File: config.mk
export PLATFORM = sky130hd
export DESIGN_NAME = mem_arbiter
export DESIGN_NICKNAME = d
export VERILOG_FILES = /design/src/rtl/mem_arbiter.sv
export SDC_FILE = /design/constraint.sdc
export NUM_CORES = 1
export LEC_CHECK = 0
export ABC_AREA = 0
export ABC_CLOCK_PERIOD_IN_PS = 5600
export BUFFER_PORTS_ARGS = -buffer_cell sky130_fd_sc_hd__buf_4
export CAP_MARGIN = 10
export CORE_MARGIN = 5
export CORE_UTILIZATION = 30
export DETAILED_ROUTE_END_ITERATION = 8
export PLACE_DENSITY_LB_ADDON = 0.25
export SYNTH_ARGS = -nofsm -noshare
export SYNTH_HDL_FRONTEND = slang
export SYNTH_SLANG_ARGS = --single-unit
File: constraint.sdc
create_clock -name CLK -period 5.6 [get_ports CLK]
set_clock_uncertainty 0.2 [all_clocks]
set_input_delay 0 -clock CLK [delete_from_list [all_inputs] [get_ports CLK]]
set_output_delay 0 -clock CLK [all_outputs]
set_load 0.01 [all_outputs]
File: src/rtl/mem_arbiter.sv
// mem_arbiter: shares one single-ported RAM between an instruction fetch
// port and a data (read/write) port. Data normally wins arbitration; a fetch
// waiting through STARVE_MAX consecutive data grants is then served first.
//
// Ports:
//   CLK, RST           clock, synchronous active-high reset
//   iREN, iaddr        fetch request (held until ihit) and word address
//   dREN, dWEN         data read / write request (held until dhit)
//   daddr, dstore      data address and write data
//   ram_ready, ramload RAM completion strobe and read data
//   ramREN, ramWEN     RAM read / write strobes
//   ramaddr, ramstore  RAM address and write data
//   ihit, iload        fetch completion and fetched word (same cycle as ram_ready)
//   dhit, dload        data completion and loaded word (same cycle as ram_ready)
module mem_arbiter #(
    parameter int unsigned STARVE_MAX = 4
) (
    input  logic        CLK,
    input  logic        RST,
    input  logic        iREN,
    input  logic [31:0] iaddr,
    input  logic        dREN,
    input  logic        dWEN,
    input  logic [31:0] daddr,
    input  logic [31:0] dstore,
    input  logic        ram_ready,
    input  logic [31:0] ramload,
    output logic        ramREN,
    output logic        ramWEN,
    output logic [31:0] ramaddr,
    output logic [31:0] ramstore,
    output logic        ihit,
    output logic        dhit,
    output logic [31:0] iload,
    output logic [31:0] dload
);

    localparam int unsigned AW = 32;
    localparam int unsigned DW = 32;
    localparam int unsigned SW = 4;

    typedef enum logic [1:0] {
        IDLE  = 2'd0,
        IBUSY = 2'd1,
        DBUSY = 2'd2
    } state_t;

    // Latched request presented to the RAM for the whole busy period
    typedef struct packed {
        logic          wen;
        logic [AW-1:0] addr;
        logic [DW-1:0] store;
    } req_t;

    state_t        state_q, state_d;
    req_t          req_q, req_d;
    logic [SW-1:0] streak_q, streak_d;
    logic          dropped_q, dropped_d;

    logic d_req;
    logic starve;
    logic owner_req;
    logic owner_live;

    // State and request registers
    always_ff @(posedge CLK) begin
        if (RST) begin
            state_q   <= IDLE;
            req_q     <= '0;
            streak_q  <= '0;
            dropped_q <= 1'b0;
        end else begin
            state_q   <= state_d;
            req_q     <= req_d;
            streak_q  <= streak_d;
            dropped_q <= dropped_d;
        end
    end

    // Arbitration and next-state logic
    always_comb begin
        state_d    = state_q;
        req_d      = req_q;
        streak_d   = streak_q;
        dropped_d  = dropped_q;
        d_req      = dREN | dWEN;
        starve     = iREN && (streak_q == SW'(STARVE_MAX));
        owner_req  = (state_q == IBUSY) ? iREN : d_req;
        // A requester that let go once during the access never gets its hit
        owner_live = owner_req & ~dropped_q;

        case (state_q)
            IDLE: begin
                dropped_d = 1'b0;
                if (d_req && !starve) begin
                    state_d     = DBUSY;
                    req_d.wen   = dWEN;       // read+write together is a write
                    req_d.addr  = daddr;
                    req_d.store = dWEN ? dstore : '0;
                    if (!iREN) begin
                        streak_d = '0;
                    end else if (streak_q != SW'(STARVE_MAX)) begin
                        streak_d = streak_q + SW'(1);
                    end
                end else if (iREN) begin
                    state_d     = IBUSY;
                    req_d.wen   = 1'b0;
                    req_d.addr  = iaddr;
                    req_d.store = '0;
                    streak_d    = '0;
                end
            end
            IBUSY, DBUSY: begin
                if (ram_ready) begin
                    state_d = IDLE;
                end else begin
                    dropped_d = dropped_q | ~owner_req;
                end
            end
            default: begin
                state_d = IDLE;
            end
        endcase
    end

    // RAM side and hit outputs; hits are masked while reset is asserted
    always_comb begin
        ramREN   = 1'b0;
        ramWEN   = 1'b0;
        ramaddr  = '0;
        ramstore = '0;
        ihit     = 1'b0;
        dhit     = 1'b0;
        iload    = '0;
        dload    = '0;

        case (state_q)
            IBUSY: begin
                ramREN  = 1'b1;
                ramaddr = req_q.addr;
                ihit    = ram_ready & owner_live & ~RST;
                iload   = ihit ? ramload : '0;
            end
            DBUSY: begin
                ramREN   = ~req_q.wen;
                ramWEN   = req_q.wen;
                ramaddr  = req_q.addr;
                ramstore = req_q.wen ? req_q.store : '0;
                dhit     = ram_ready & owner_live & ~RST;
                dload    = (dhit && !req_q.wen) ? ramload : '0;
            end
            default: begin
            end
        endcase
    end

endmodule

* Yosys cells after proc, flatten, opt, wreduce, memory -nomap -nowiden
Index checks and enable logic that the tools add are counted.
** Storage, ports and cells
- Flip-flop bits (word level) :: 72
- Bits of input ports :: 134
- Output and inout port bits :: 132
- Word-level logic and storage cells :: 62
** Operators by class
- Add/subtract/negate cells :: 1
- Equal/unequal tests :: 8
- Mux-type cells :: 25
- Bitwise logic cells :: 9
- Reductions and logical operators :: 13
** Operator list (count)
- 32-bit two-way mux :: 8
- 65-bit two-way mux :: 2
- 4-bit two-way mux :: 4
- 2-bit two-way mux :: 3
- 2-bit AND reduction :: 3
- 1-bit two-way mux :: 5
- 4-bit by 1-bit adder with 4-bit output (second input constant) :: 1
- 4-bit by 3-bit equality test with 1-bit output (second input constant) :: 1
- 4-bit by 3-bit != test with 1-bit output (second input constant) :: 1
- 1-bit NOT :: 4
- 1-bit one-hot mux with 2 select lines :: 2
- 2-bit one-hot mux with 2 select lines :: 1
- 2-bit nonzero test :: 2
- 1-bit bitwise AND :: 3
- 1-bit logical AND :: 3
- 3-bit by 2-bit != test with 1-bit output (second input constant) :: 1
- 3-bit != test (second input constant) :: 1
- 3-bit AND reduction :: 1
- 2-bit by 1-bit equality test with 1-bit output (second input constant) :: 1
- 2-bit equality test (second input constant) :: 1
- 1-bit logical NOT :: 2
- 2-bit logical NOT :: 1
- 2-bit by 1-bit != test with 1-bit output (second input constant) :: 1
- 2-bit != test (second input constant) :: 1
- other kinds (2) :: 3

* Logic depth before layout (Yosys ltp)
Gate-level depths: netlist of the first run.
- Word-level depth :: 8
- Depth in mapped cells :: 8
- Mapped depth without buffers :: 5

* Worst setup path before layout of the first run
OpenSTA, ideal clock, no wires.
- Path kind :: flip-flop to flip-flop
- Start point :: reg state_q[0]
- End point :: reg req_q[13] in the netlist's numbering
- Arrival :: 1.436 ns
- Slack :: 3.836 ns
- Stages on the path, launching flop included :: 9
- Path buffers :: 3
- Cells stage by stage :: dfxtp_1 inv_1 ha_1 buf_2 and2_1 clkbuf_1 clkbuf_1 a32oi_1 nor2_1
** On the way
- Word-level cells in the longest chain between the ends :: 2
** Ends and longest elaborated chain
- start, declared :: line 55 : state_t state_q, state_d;
- start signal, assigned :: line 73 : state_q <= state_d;
- 2-bit logical NOT :: line 92 : case (state_q)
- 2-bit AND reduction (no line)
- end signal, assigned :: line 74 : req_q <= req_d;
- end, declared :: line 56 : req_t req_q, req_d;
Every way passes these cells.
A chain may end at the register's enable or synchronous reset.

* Worst setup path in the final report of the first run
- Start point :: reg state_q[0]
- End point :: out dload[28]
** On the way
- Word-level cells in the longest chain between the ends :: 8
- Elaborated cells between the ends (all ways) :: 9
- Those cells by class :: eq/ne: 2; mux: 3; bitwise: 3; reduce/logical: 1
** Ends and longest elaborated chain
- 2-bit by 1-bit equality test with 1-bit output :: line 88 : owner_req = (state_q == IBUSY) ? iREN : d_req;
- 1-bit two-way mux :: line 88
- 1-bit bitwise AND :: line 90 : owner_live = owner_req & ~dropped_q;
- 1-bit bitwise AND (2 in series) :: line 149 : dhit = ram_ready & owner_live & ~RST;
- 1-bit logical AND :: line 150 : dload = (dhit && !req_q.wen) ? ramload : '0;
- 32-bit two-way mux :: line 150
- 32-bit two-way mux * :: line 137 : case (state_q)
- end, declared :: line 35 : output logic [31:0] dload
Mark *: on every way between the ends. The rest lies on a longest branch, timed or not.

==> flow_metrics.py, run 1 <==
metrics = {
    "synthesis": {
        "postSynthAreaPerCell_um2": 7.942,
        "synth_nets": 648,
        "synth-edff-count": 0,
        "async_reset_ff_share_pct": 0,
        "yosys.cell_types.count": 35,
        "ys_ff_latch": 72,
        "post-synth-top-area-cell": "sky130_fd_sc_hd__dfxtp_1",
        "post_synthesis_cells": 509,
        "netlist.area_leader.share_pct": 35.65,
        "yosys-top-cells-area": "sky130_fd_sc_hd__dfxtp_1 36%, sky130_fd_sc_hd__and2_1 15%, sky130_fd_sc_hd__a311oi_1 6.9%, sky130_fd_sc_hd__a32oi_1 6.9%, sky130_fd_sc_hd__nor2_1 6.1%",
        "yosysWarnings": 0,
        "synth_sequential_area_ratio_pct": 35.65,
        "synth-main-ff-cell": "sky130_fd_sc_hd__dfxtp_1",
        "post_synthesis_instance_area_um2": 4043,
    },
    "die": {
        "initial_utilization_pct": 30.53,
        "std_cell_rows": 42,
        "fp.coreArea_um2": 13240,
        "fp.dieW_um": 126.1,
        "chipHeight_um": 126.1,
        "floorplan.io_pins": 266,
        "die_area_um2": 15900,
    },
    "drt": {
        "drt-vias-per-instance": 4.958,
        "drt.antenna.violating_nets": 0,
        "drt_drc_violations_left": 0,
        "detail_route.first_pass.iterations": 5,
        "detailroute.via_count": 5032,
        "drtIter0Drc": 367,
        "wirelength_mm": 16.63,
        "routedWlPerCell_um": 16.38,
    },
    "min_path": {
        "whs_path_depth": 4,
        "worst_hold_path_type": "primary input to flip-flop",
        "worst_hold_startpoint": "dREN",
        "min_to": "state_q[0]",
    },
    "critical_path": {
        "setup.reg_to_reg.worst_slack_ns": 2.59,
        "worst-setup-path-type": "flip-flop to output port",
        "cp_data_arrival_time_ns": 2.85,
        "worst-r2r-cell-count": 7,
        "crit_path_max_fanout": 35,
        "reg2reg_from": "streak_q[0]",
        "regToRegEndpoint": "req_q[33]",
        "critPathCaptureType": "output port",
        "worst_setup_sp_type": "flip-flop",
        "critical_path_required_ns": 5.40,
    },
    "clock_tree": {
        "cts_num_sinks": 72,
        "clock_latency_ns": 0.33,
        "clock_path_buffers": 2,
        "cts_tree": "built",
        "clockRootBuffer": "sky130_fd_sc_hd__clkbuf_16",
        "tritoncts.num_buffers": 9,
        "htree_num_levels": 3,
        "cts.clk_slew.worst_paths_ns": 0.06,
        "cts_repair_resize_count": 0,
    },
    "cells_and_area": {
        "mostFrequentLayoutCells": "267 x sky130_fd_sc_hd__buf_4, 100 x sky130_fd_sc_hd__dlygate4sd3_1, 98 x sky130_fd_sc_hd__and2_1",
        "layout-drive-gt1-share_pct": 34.80,
        "area.sequential_um2": 1441,
        "post_layout_util_pct": 56.02,
        "nNetsFinal": 973,
        "area.growth.synth_to_final_pct": 83.50,
        "antenna_cells_inserted": 0,
        "most_frequent_standard_cell_in_the_layout_excluding_fill_and_tap_cells": "sky130_fd_sc_hd__buf_4",
        "nFillCells": 1203,
        "multi_input_comb_area_um2": 2349,
    },
    "grt": {
        "global_route.usage.total_pct": 19.76,
        "grt_first_pass_wirelength_mm": 26.22,
        "largest_net_degree_at_the_start_of_global_routing": 76,
        "grt_antenna_before_repair": 1,
        "first_global_vias": 5014,
        "globalRoute.totalOverflow": 0,
    },
    "timing": {
        "worst_slew_slack_as_a_fraction_of_its_limit_pct": 30.24,
        "layout_min_cycle_time_ns": 3.049,
        "totalNegativeSetupSlack_ns": 0,
        "setup_viol_count_final": 0,
        "timing_max_transition_violations_final": 0,
        "rsz0062_at_grt": "false",
        "clock.fmax_ghz": 0.3280,
        "worst_pin_slew_ns": 1.046,
        "finalHoldViolations": 2,
        "period_share_pct": 54.45,
        "finalHoldWorstSlack_ns": -0.01006,
    },
    "power": {
        "share_clk_of_total_power_pct": 37.2,
        "max-vdd-ir-drop_mv": 0.1616,
        "p_seq_share_pct": 35.8,
        "p_per_area_nw_per_um2": 224.7,
        "report.power.total_mw": 1.667,
        "internal_power_mw": 1.213,
        "power_frac_comb_pct": 27.1,
        "total_switching_power_mw": 0.4539,
        "cellLeakagePower_nw": 3.543,
        "power_switching_share_pct": 27.23,
    },
    "status": {
        "run_status": "finished with violations",
        "failed_checks": "hold timing",
    },
    "placed_design": {
        "gpl.final_weighted_congestion": 0.8498,
        "dp.final_hpwl_mm": 10.92,
        "numPortBuffers": 265,
    },
    "run": {
        "maxCapViolations": 0,
    },
}
[synthesized netlist by cell type, drive strengths merged (3+ instances only)]
master and n:
nand4b 3, nor2 66, a21oi 5, a32oi 32, and2 98, and3 32
dfxtp 72, nand2b 4, buf 19, o21ai 35, a311oi 32, inv 6
nand4 4, clkbuf 38, nand3 34, and4b 3, nand2 5, ha 5
[sequential cells by signal, summed over array words and instances, names as in the netlist]
register	cells
streak_q	4
state_q	2
dropped_q	1
req_q	65
[routing by layer]
metal	up-vias	part of all wire (%)	track usage, %
met5	-	0.078	0
met3	19	7.5	5.461
met4	2	1.3	4.669
li1	2472	-	-
met2	196	49	33.80
met1	2343	42	24.72
[final cells by class]
type,count,share of cell area [%]
Clock buffer,12,3.323
Clock inverter,4,1.029
Inverter,6,0.3036
Multi-Input combinational cell,374,31.66
Sequential cell,72,19.43
Tap cell,176,2.968
Timing Repair Buffer,371,41.29
[power groups by stage]
stage / sequential [mW] / clock (mW) / combinational [mW]
2_1_floorplan: 0.593 / 0 / 0.207
5_1_grt: 0.602 / 0.663 / 0.493
3_5_place_dp: 0.605 / 0 / 0.358
4_1_cts: 0.594 / 0.640 / 0.440
3_3_place_gp: 0.602 / 0 / 0.352
6_report: 0.596 / 0.620 / 0.451
[how the worst max path moves through the flow]
| stage | start | end | slack [ns] | cells past startpoint |
|---|---|---|---|---|
| final | state_q[0] | dload[28] | 2.55 | 7 |
| after floorplan | state_q[0] | req_q[13] | 3.84 | 8 |
| after detailed placement | state_q[0] | dload[28] | 2.58 | 6 |
| after global routing | state_q[0] | dload[28] | 2.29 | 7 |
| after CTS | state_q[0] | dload[28] | 2.22 | 6 |
| after global placement | state_q[0] | dload[30] | 2.72 | 6 |
[through the flow]
stage	cells	worst slack (ns)	instance area (um^2)	hold slack [ns]
floorplan	509	3.836	4043	-0.05564
CTS	1011	2.217	7355	0.02086
global placement	895	2.718	6031	0.04912
detailed placement	895	2.579	6031	0.05862
global route	1015	2.287	7418	0.02866
finish	1015	2.551	7418	-0.01006
[critical path: stages, from the launching register on]
cell	delay, ns
sky130_fd_sc_hd__dfxtp_1	0.32
sky130_fd_sc_hd__inv_1	0.08
sky130_fd_sc_hd__ha_1	0.79
sky130_fd_sc_hd__nand2b_1	0.23
sky130_fd_sc_hd__a2111oi_4	0.57
sky130_fd_sc_hd__buf_6	0.25
sky130_fd_sc_hd__and2_1	0.15
sky130_fd_sc_hd__buf_4	0.12
[kinds of logic after synthesis]
group           count (synthesis)  synth area share [%]
fa+ha+maj                       5                 1.548
buf+inv                        63                 6.499
compound gates                115                 21.79
flops                          72                 35.65
simple gates                  254                 34.51
[repair_timing]
action / in CTS / in global routing
hold buffers: 100 / 0
setup buffers: 0 / 0
hold endpoints to repair: 70 / 0
Note: power is estimated with default switching activity, not from simulation.
==> run 2, diff against run 1 <==
ABC_CLOCK_PERIOD_IN_PS = 2500   (was 5600)
clock period = 2.5 ns   (was 5.6 ns; I/O delays follow)
==> run 2 against run 1 <==
Against the previous run: the flow now finishes without violations; power up 120%; sequential power up 120%; cell area is 1.2% higher; first-iteration DRC count up 5.4%; die area did not move; critical path depth unchanged; combinational power up 120%; non-clock buffer count rose by 11; global-route usage grew 0.63 points; clock power is 130% higher; register-to-register slack worse by 2.3 ns; largest power group unchanged.
==> flow_metrics.py, run 2 (synthesis gave the netlist of run 1 again) <==
metrics = {
    "clock_tree": {
        "cts_num_sinks": 72,
        "clock_path_buffers": 2,
        "cts.clk_slew.worst_paths_ns": 0.06,
        "tritoncts.num_buffers": 9,
        "clock_latency_ns": 0.33,
        "cts_tree": "built",
        "htree_num_levels": 3,
        "clockRootBuffer": "sky130_fd_sc_hd__clkbuf_16",
    },
    "cells_and_area": {
        "post_layout_util_pct": 56.67,
        "layout-drive-gt1-share_pct": 35.53,
        "area.growth.synth_to_final_pct": 85.64,
        "most_frequent_standard_cell_in_the_layout_excluding_fill_and_tap_cells": "sky130_fd_sc_hd__buf_4",
        "antenna_cells_inserted": 0,
        "largest-register": "req_q",
        "finish.instance_area_um2": 7505,
        "layoutNonFillerInstCount": 1026,
        "largest_register_ff_count": 65,
        "layout_top_registers": "req_q: 65 flops, streak_q: 4 flops, state_q: 2 flops",
        "nNetsFinal": 984,
        "mostFrequentLayoutCells": "277 x sky130_fd_sc_hd__buf_4, 103 x sky130_fd_sc_hd__dlygate4sd3_1, 98 x sky130_fd_sc_hd__and2_1",
    },
    "grt": {
        "first_global_vias": 5176,
        "grt_first_pass_wirelength_mm": 27.07,
        "grt_antenna_before_repair": 0,
        "globalRoute.totalOverflow": 0,
        "global_route.usage.total_pct": 20.39,
        "largest_net_degree_at_the_start_of_global_routing": 55,
    },
    "critical_path": {
        "critPathBufInv": 3,
        "regToRegEndpoint": "state_q[1]",
        "critPathCaptureType": "output port",
        "worst-r2r-cell-count": 7,
        "timing.critical_path.depth": 7,
        "cpPeakStageDelay_ns": 0.35,
        "reg2reg_from": "state_q[0]",
        "worstSetupStartpoint": "state_q[1]",
        "setup.reg_to_reg.worst_slack_ns": 0.30,
        "cp-endpoint": "dload[23]",
        "worst-setup-path-type": "flip-flop to output port",
        "worstPathCellList": "inv_1 -> ha_1 -> o21bai_2 -> a2111oi_4 -> buf_4 -> and2_1 -> buf_4",
        "critical_path_required_ns": 2.30,
        "cp_common_cell": "sky130_fd_sc_hd__buf_4",
        "crit_path_max_fanout": 32,
        "worst_setup_sp_type": "flip-flop",
        "critical_path.slowest_cell": "sky130_fd_sc_hd__dfxtp_1",
        "path_delay_family": "compound AO/OA/AOI/OAI gates",
        "cp_data_arrival_time_ns": 2.14,
    },
    "timing": {
        "totalNegativeSetupSlack_ns": 0,
        "period_share_pct": 93.45,
        "worst_pin_slew_ns": 0.6980,
        "finalHoldWorstSlack_ns": 0.09303,
        "timing.final.ws_setup_ns": 0.1638,
        "timing_max_transition_violations_final": 0,
        "finalHoldViolations": 0,
        "clock.fmax_ghz": 0.4280,
        "layout_min_cycle_time_ns": 2.336,
        "setup_viol_count_final": 0,
        "worst_slew_slack_as_a_fraction_of_its_limit_pct": 53.47,
        "rsz0062_at_grt": "false",
    },
    "power": {
        "power_frac_comb_pct": 26.5,
        "report.power.total_mw": 3.720,
        "power_switching_share_pct": 28.62,
        "share_clk_of_total_power_pct": 38.0,
        "internal_power_mw": 2.655,
        "max-vdd-ir-drop_mv": 0.3065,
        "cellLeakagePower_nw": 3.554,
        "p_seq_share_pct": 35.5,
        "p_per_area_nw_per_um2": 495.7,
        "total_switching_power_mw": 1.065,
    },
    "placed_design": {
        "post-place-ws_ns": 0.4755,
        "dpl-instance-area_um2": 6146,
        "gpl.final_weighted_congestion": 0.8426,
        "placedCellCount": 907,
        "numPortBuffers": 265,
        "dp.final_hpwl_mm": 11.14,
    },
    "drt": {
        "drtIter0Drc": 387,
        "drt-vias-per-instance": 5.135,
        "detail_route.first_pass.iterations": 5,
        "wirelength_mm": 17.25,
        "drt.antenna.violating_nets": 0,
        "drt_drc_violations_left": 0,
        "routedWlPerCell_um": 16.82,
        "detailroute.via_count": 5269,
    },
    "die": {
        "initial_utilization_pct": 30.53,
        "fp.coreArea_um2": 13240,
        "fp.dieW_um": 126.1,
        "die_area_um2": 15900,
        "floorplan.io_pins": 266,
        "std_cell_rows": 42,
        "chipHeight_um": 126.1,
    },
    "run": {
        "maxCapViolations": 0,
    },
    "min_path": {
        "worst_hold_path_type": "primary input to output port",
    },
    "status": {
        "run_status": "finished, final reports clean",
    },
}
[run 2: changes by cell type in the layout (fill, tap and decap cells not counted), sizes merged]
| cell | delta |
|---|---|
| buf | +8 |
| clkbuf | -3 |
| inv | +1 |
| dlygate4sd3 | +3 |
| clkinv | +2 |
[run 2: worst min-delay path by stage]
stage / start / endpoint / slack (ns) / depth (start not counted)
3_5_place_dp: dstore[21] / req_q[21] / 0.06 / 3
6_report: ramload[5] / dload[5] / 0.09 / 3
4_1_cts: ramload[5] / dload[5] / 0.1 / 3
3_3_place_gp: dstore[18] / req_q[18] / 0.05 / 3
5_1_grt: ramload[5] / dload[5] / 0.11 / 3
2_1_floorplan: ramload[0] / dload[0] / -0.06 / 1
[run 2: area by class of cell]
class,instances,area (um^2)
fill,1178,5738
timing repair buffer,382,3151
multi-input combinational,374,2342
sequential,72,1441
clock buffer,9,225.2
tap,176,220.2
clock inverter,7,102.6
inverter,6,22.52
[run 2: layer usage]
| layer | GRT usage [%] | up-vias | wire length (um) |
|---|---|---|---|
| met5 | 0 | - | 0 |
| met4 | 4.543 | 0 | 214 |
| met3 | 5.461 | 19 | 1369 |
| met2 | 35.05 | 274 | 8561 |
| met1 | 25.59 | 2478 | 7108 |
| li1 | - | 2498 | - |
[run 2: timing repair]
action	in CTS	in global routing
endpoints found under the hold margin	70	0
setup buffers	0	0
hold buffers	103	0
resized for setup	0	0
[run 2: worst min-delay path, cell delays in order]
cell and delay [ns]:
sky130_fd_sc_hd__buf_4 0.08, sky130_fd_sc_hd__and2_1 0.10, sky130_fd_sc_hd__buf_4 0.11
[run 2: power groups by stage]
stage               clock, mW  combinational [mW]  sequential, mW
finish                   1.41               0.984            1.32
global route             1.50                1.07            1.33
CTS                      1.46               0.975            1.32
detailed placement          0               0.839            1.34
global placement            0               0.816            1.34
floorplan                   0               0.463            1.33
==> run 3, diff against run 2 <==
ABC_AREA = 1   (was 0)
==> run 3 against run 2 <==
Against the previous run: largest power group is now registers; non-clock buffer count is 3 higher; largest cell class unchanged; setup slack better by 0.019 ns; power increased by 3.0%; critical path type is now flip-flop to flip-flop; maximum frequency grew 0.80%; critical endpoint is now streak_q[1].
==> flow_metrics.py, run 3 <==
metrics = {
    "cells_and_area": {
        "mostFrequentLayoutCells": "274 x sky130_fd_sc_hd__buf_4, 178 x sky130_fd_sc_hd__nand2_1, 174 x sky130_fd_sc_hd__inv_1",
        "layout_top_registers": "req_q: 65 flops, streak_q: 4 flops, state_q: 2 flops",
        "nNetsFinal": 1265,
        "largest_register_ff_count": 65,
        "layoutNonFillerInstCount": 1319,
        "layout-drive-gt1-share_pct": 29.00,
        "most_frequent_standard_cell_in_the_layout_excluding_fill_and_tap_cells": "sky130_fd_sc_hd__buf_4",
        "largest-register": "req_q",
        "nFillCells": 1532,
        "antenna_cells_inserted": 0,
        "area.growth.synth_to_final_pct": 75.45,
    },
    "clock_tree": {
        "cts.clk_slew.worst_paths_ns": 0.06,
        "cts_num_sinks": 72,
        "post_cts.repair.setup_buffers": 0,
        "clock_latency_ns": 0.32,
        "clock_path_buffers": 2,
        "tritoncts.num_buffers": 9,
        "clockRootBuffer": "sky130_fd_sc_hd__clkbuf_16",
        "cts_tree": "built",
        "htree_num_levels": 3,
    },
    "drt": {
        "drtIter0Drc": 267,
        "drt-vias-per-instance": 4.388,
        "drt.antenna.violating_nets": 0,
        "met3_wirelength_mm": 1.359,
        "routed.top_layer": "met5",
        "met1_length_mm": 6.734,
        "routedWlPerCell_um": 12.98,
        "wirelength_mm": 17.12,
        "drt_drc_violations_left": 0,
        "detailroute.via_count": 5788,
        "met2_length_mm": 8.687,
        "detail_route.first_pass.iterations": 4,
    },
    "timing": {
        "clock.fmax_ghz": 0.4315,
        "setup_viol_count_final": 0,
        "layout_min_cycle_time_ns": 2.318,
        "finalHoldViolations": 0,
        "worst_pin_slew_ns": 0.6251,
        "totalNegativeSetupSlack_ns": 0,
        "worst_slew_slack_as_a_fraction_of_its_limit_pct": 58.27,
        "timing.final.ws_setup_ns": 0.1824,
        "timing_max_transition_violations_final": 0,
        "rsz0062_at_grt": "false",
        "period_share_pct": 92.71,
    },
    "grt": {
        "largest_net_degree_at_the_start_of_global_routing": 46,
        "grt_antenna_before_repair": 1,
        "grt_first_pass_wirelength_mm": 27.19,
        "global_route.usage.total_pct": 18.21,
        "globalRoute.totalOverflow": 0,
        "first_global_vias": 5639,
    },
    "power": {
        "p_per_area_nw_per_um2": 470.4,
        "max-vdd-ir-drop_mv": 0.4038,
        "report.power.total_mw": 3.832,
        "cellLeakagePower_nw": 4.326,
    },
    "synthesis": {
        "synth_common_cells": "180 x sky130_fd_sc_hd__nand2_1, 174 x sky130_fd_sc_hd__inv_1, 106 x sky130_fd_sc_hd__nand3_1",
        "post-synth-top-area-cell": "sky130_fd_sc_hd__dfxtp_1",
        "yosys-top-cells-area": "sky130_fd_sc_hd__dfxtp_1 31%, sky130_fd_sc_hd__nand2_1 15%, sky130_fd_sc_hd__inv_1 14%, sky130_fd_sc_hd__nand3_1 11%, sky130_fd_sc_hd__a21oi_1 7.7%",
        "synth-edff-count": 0,
        "post-synth-top-count-cell": "sky130_fd_sc_hd__nand2_1",
        "synth_nets": 917,
        "yosys.cell_types.count": 23,
        "yosysWarnings": 0,
        "postSynthAreaPerCell_um2": 5.968,
        "async_reset_ff_share_pct": 0,
        "synth-main-ff-cell": "sky130_fd_sc_hd__dfxtp_1",
        "synth_sequential_area_ratio_pct": 31.04,
        "post_synthesis_cells": 778,
        "post_synthesis_instance_area_um2": 4643,
        "netlist.area_leader.share_pct": 31.04,
        "ys_ff_latch": 72,
    },
    "critical_path": {
        "setup.reg_to_reg.worst_slack_ns": 0.18,
        "reg2reg_from": "state_q[0]",
        "cpPeakStageDelay_ns": 0.56,
        "worst-r2r-cell-count": 7,
        "critical_path.slowest_cell": "sky130_fd_sc_hd__dlygate4sd3_1",
        "critPathBufInv": 3,
        "path_delay_family": "buffers and inverters",
        "critical_path_required_ns": 2.56,
        "critPathCaptureType": "flip-flop",
        "cp-endpoint": "streak_q[1]",
        "timing.critical_path.depth": 7,
        "worst_setup_sp_type": "flip-flop",
        "worstSetupStartpoint": "state_q[0]",
        "worst-setup-path-type": "flip-flop to flip-flop",
        "regToRegEndpoint": "streak_q[1]",
        "worstPathCellList": "inv_1 -> ha_2 -> nand2_2 -> buf_4 -> nand2_1 -> a21oi_1 -> dlygate4sd3_1",
        "cp_data_arrival_time_ns": 2.38,
        "crit_path_max_fanout": 23,
    },
    "die": {
        "floorplan.io_pins": 266,
        "fp.dieW_um": 134.4,
        "chipHeight_um": 134.4,
        "fp.coreArea_um2": 15200,
        "std_cell_rows": 45,
        "die_area_um2": 18060,
        "initial_utilization_pct": 30.54,
    },
    "placed_design": {
        "gpl.final_weighted_congestion": 0.7927,
        "numPortBuffers": 265,
        "dp.final_hpwl_mm": 11.74,
        "post-place-ws_ns": 0.5169,
        "placedCellCount": 1195,
    },
    "min_path": {
        "worst_hold_startpoint": "dREN",
        "worst_hold_path_type": "primary input to flip-flop",
        "whs_path_depth": 6,
    },
    "run": {
        "maxCapViolations": 0,
    },
    "status": {
        "run_status": "finished, final reports clean",
    },
}
## run 3: cell count changes in the layout (fill, tap and decap cells not counted), sizes merged, moves of 34 or more
cell | before | now
nand3 | 34 | 107
nand2 | 5 | 183
nor2 | 66 | 111
o21ai | 35 | 1
and2 | 98 | 0
a21oi | 5 | 72
inv | 8 | 177
## run 3: cell families after synthesis
logic type | count (synthesis) | share of synthesized area [%]
AND/OR/NAND/NOR | 402 | 39.83
buffers and inverters | 225 | 19.51
AO/OA/AOI/OAI | 74 | 8.273
flip-flops | 72 | 31.04
adder cells (fa/ha/maj) | 5 | 1.347
## run 3: worst min-delay path by stage
stage	slack, ns	to
global route	0.12	dropped_q
detailed placement	0.09	req_q[1]
finish	0.07	dropped_q
CTS	0.06	dropped_q
global placement	0.08	req_q[23]
floorplan	-0.11	iload[0]
## run 3: repair_timing
action	4_1_cts	5_1_grt
hold endpoints to repair	72	0
gates resized for setup	0	3
hold buffers	108	0
setup endpoints to repair	0	28
## run 3: power breakdown
| group | internal [mW] | switching (mW) |
|---|---|---|
| registers | 1.27 | 0.0573 |
| clock network | 0.823 | 0.488 |
| logic | 0.588 | 0.608 |
## run 3: through the flow
step | util [%] | hold WS (ns) | cell area [um^2]
floorplan | - | -0.1129 | 4643
global placement | 44.38 | 0.07979 | 6746
detailed placement | 44.38 | 0.08602 | 6746
CTS | 53.51 | 0.05657 | 8135
global route | 53.59 | 0.1181 | 8147
finish | 53.59 | 0.06627 | 8147
## run 3: per-layer routing
layer / global-route usage (%) / vias up
met5: 0 / -
met4: 5.317 / 2
met1: 20.54 / 2548
met3: 4.764 / 26
met2: 33.58 / 208
li1: - / 3004
## run 3: final cells by class
type	count	area, um^2	area share, %
clock inverters	5	55.05	0.6758
clock buffers	11	252.7	3.102
repair buffers	385	3189	39.15
inverters	177	664.4	8.155
well taps	188	235.2	2.887
flip-flops and latches	72	1441	17.69
multi-input cells	481	2308	28.34
## run 3: worst min-delay path, cell delays in order
cell and delay [ns]:
sky130_fd_sc_hd__buf_4 0.09, sky130_fd_sc_hd__nor2_4 0.05, sky130_fd_sc_hd__nand2_1 0.06, sky130_fd_sc_hd__nand2_2 0.08, sky130_fd_sc_hd__nor2_8 0.17, sky130_fd_sc_hd__a21oi_1 0.08
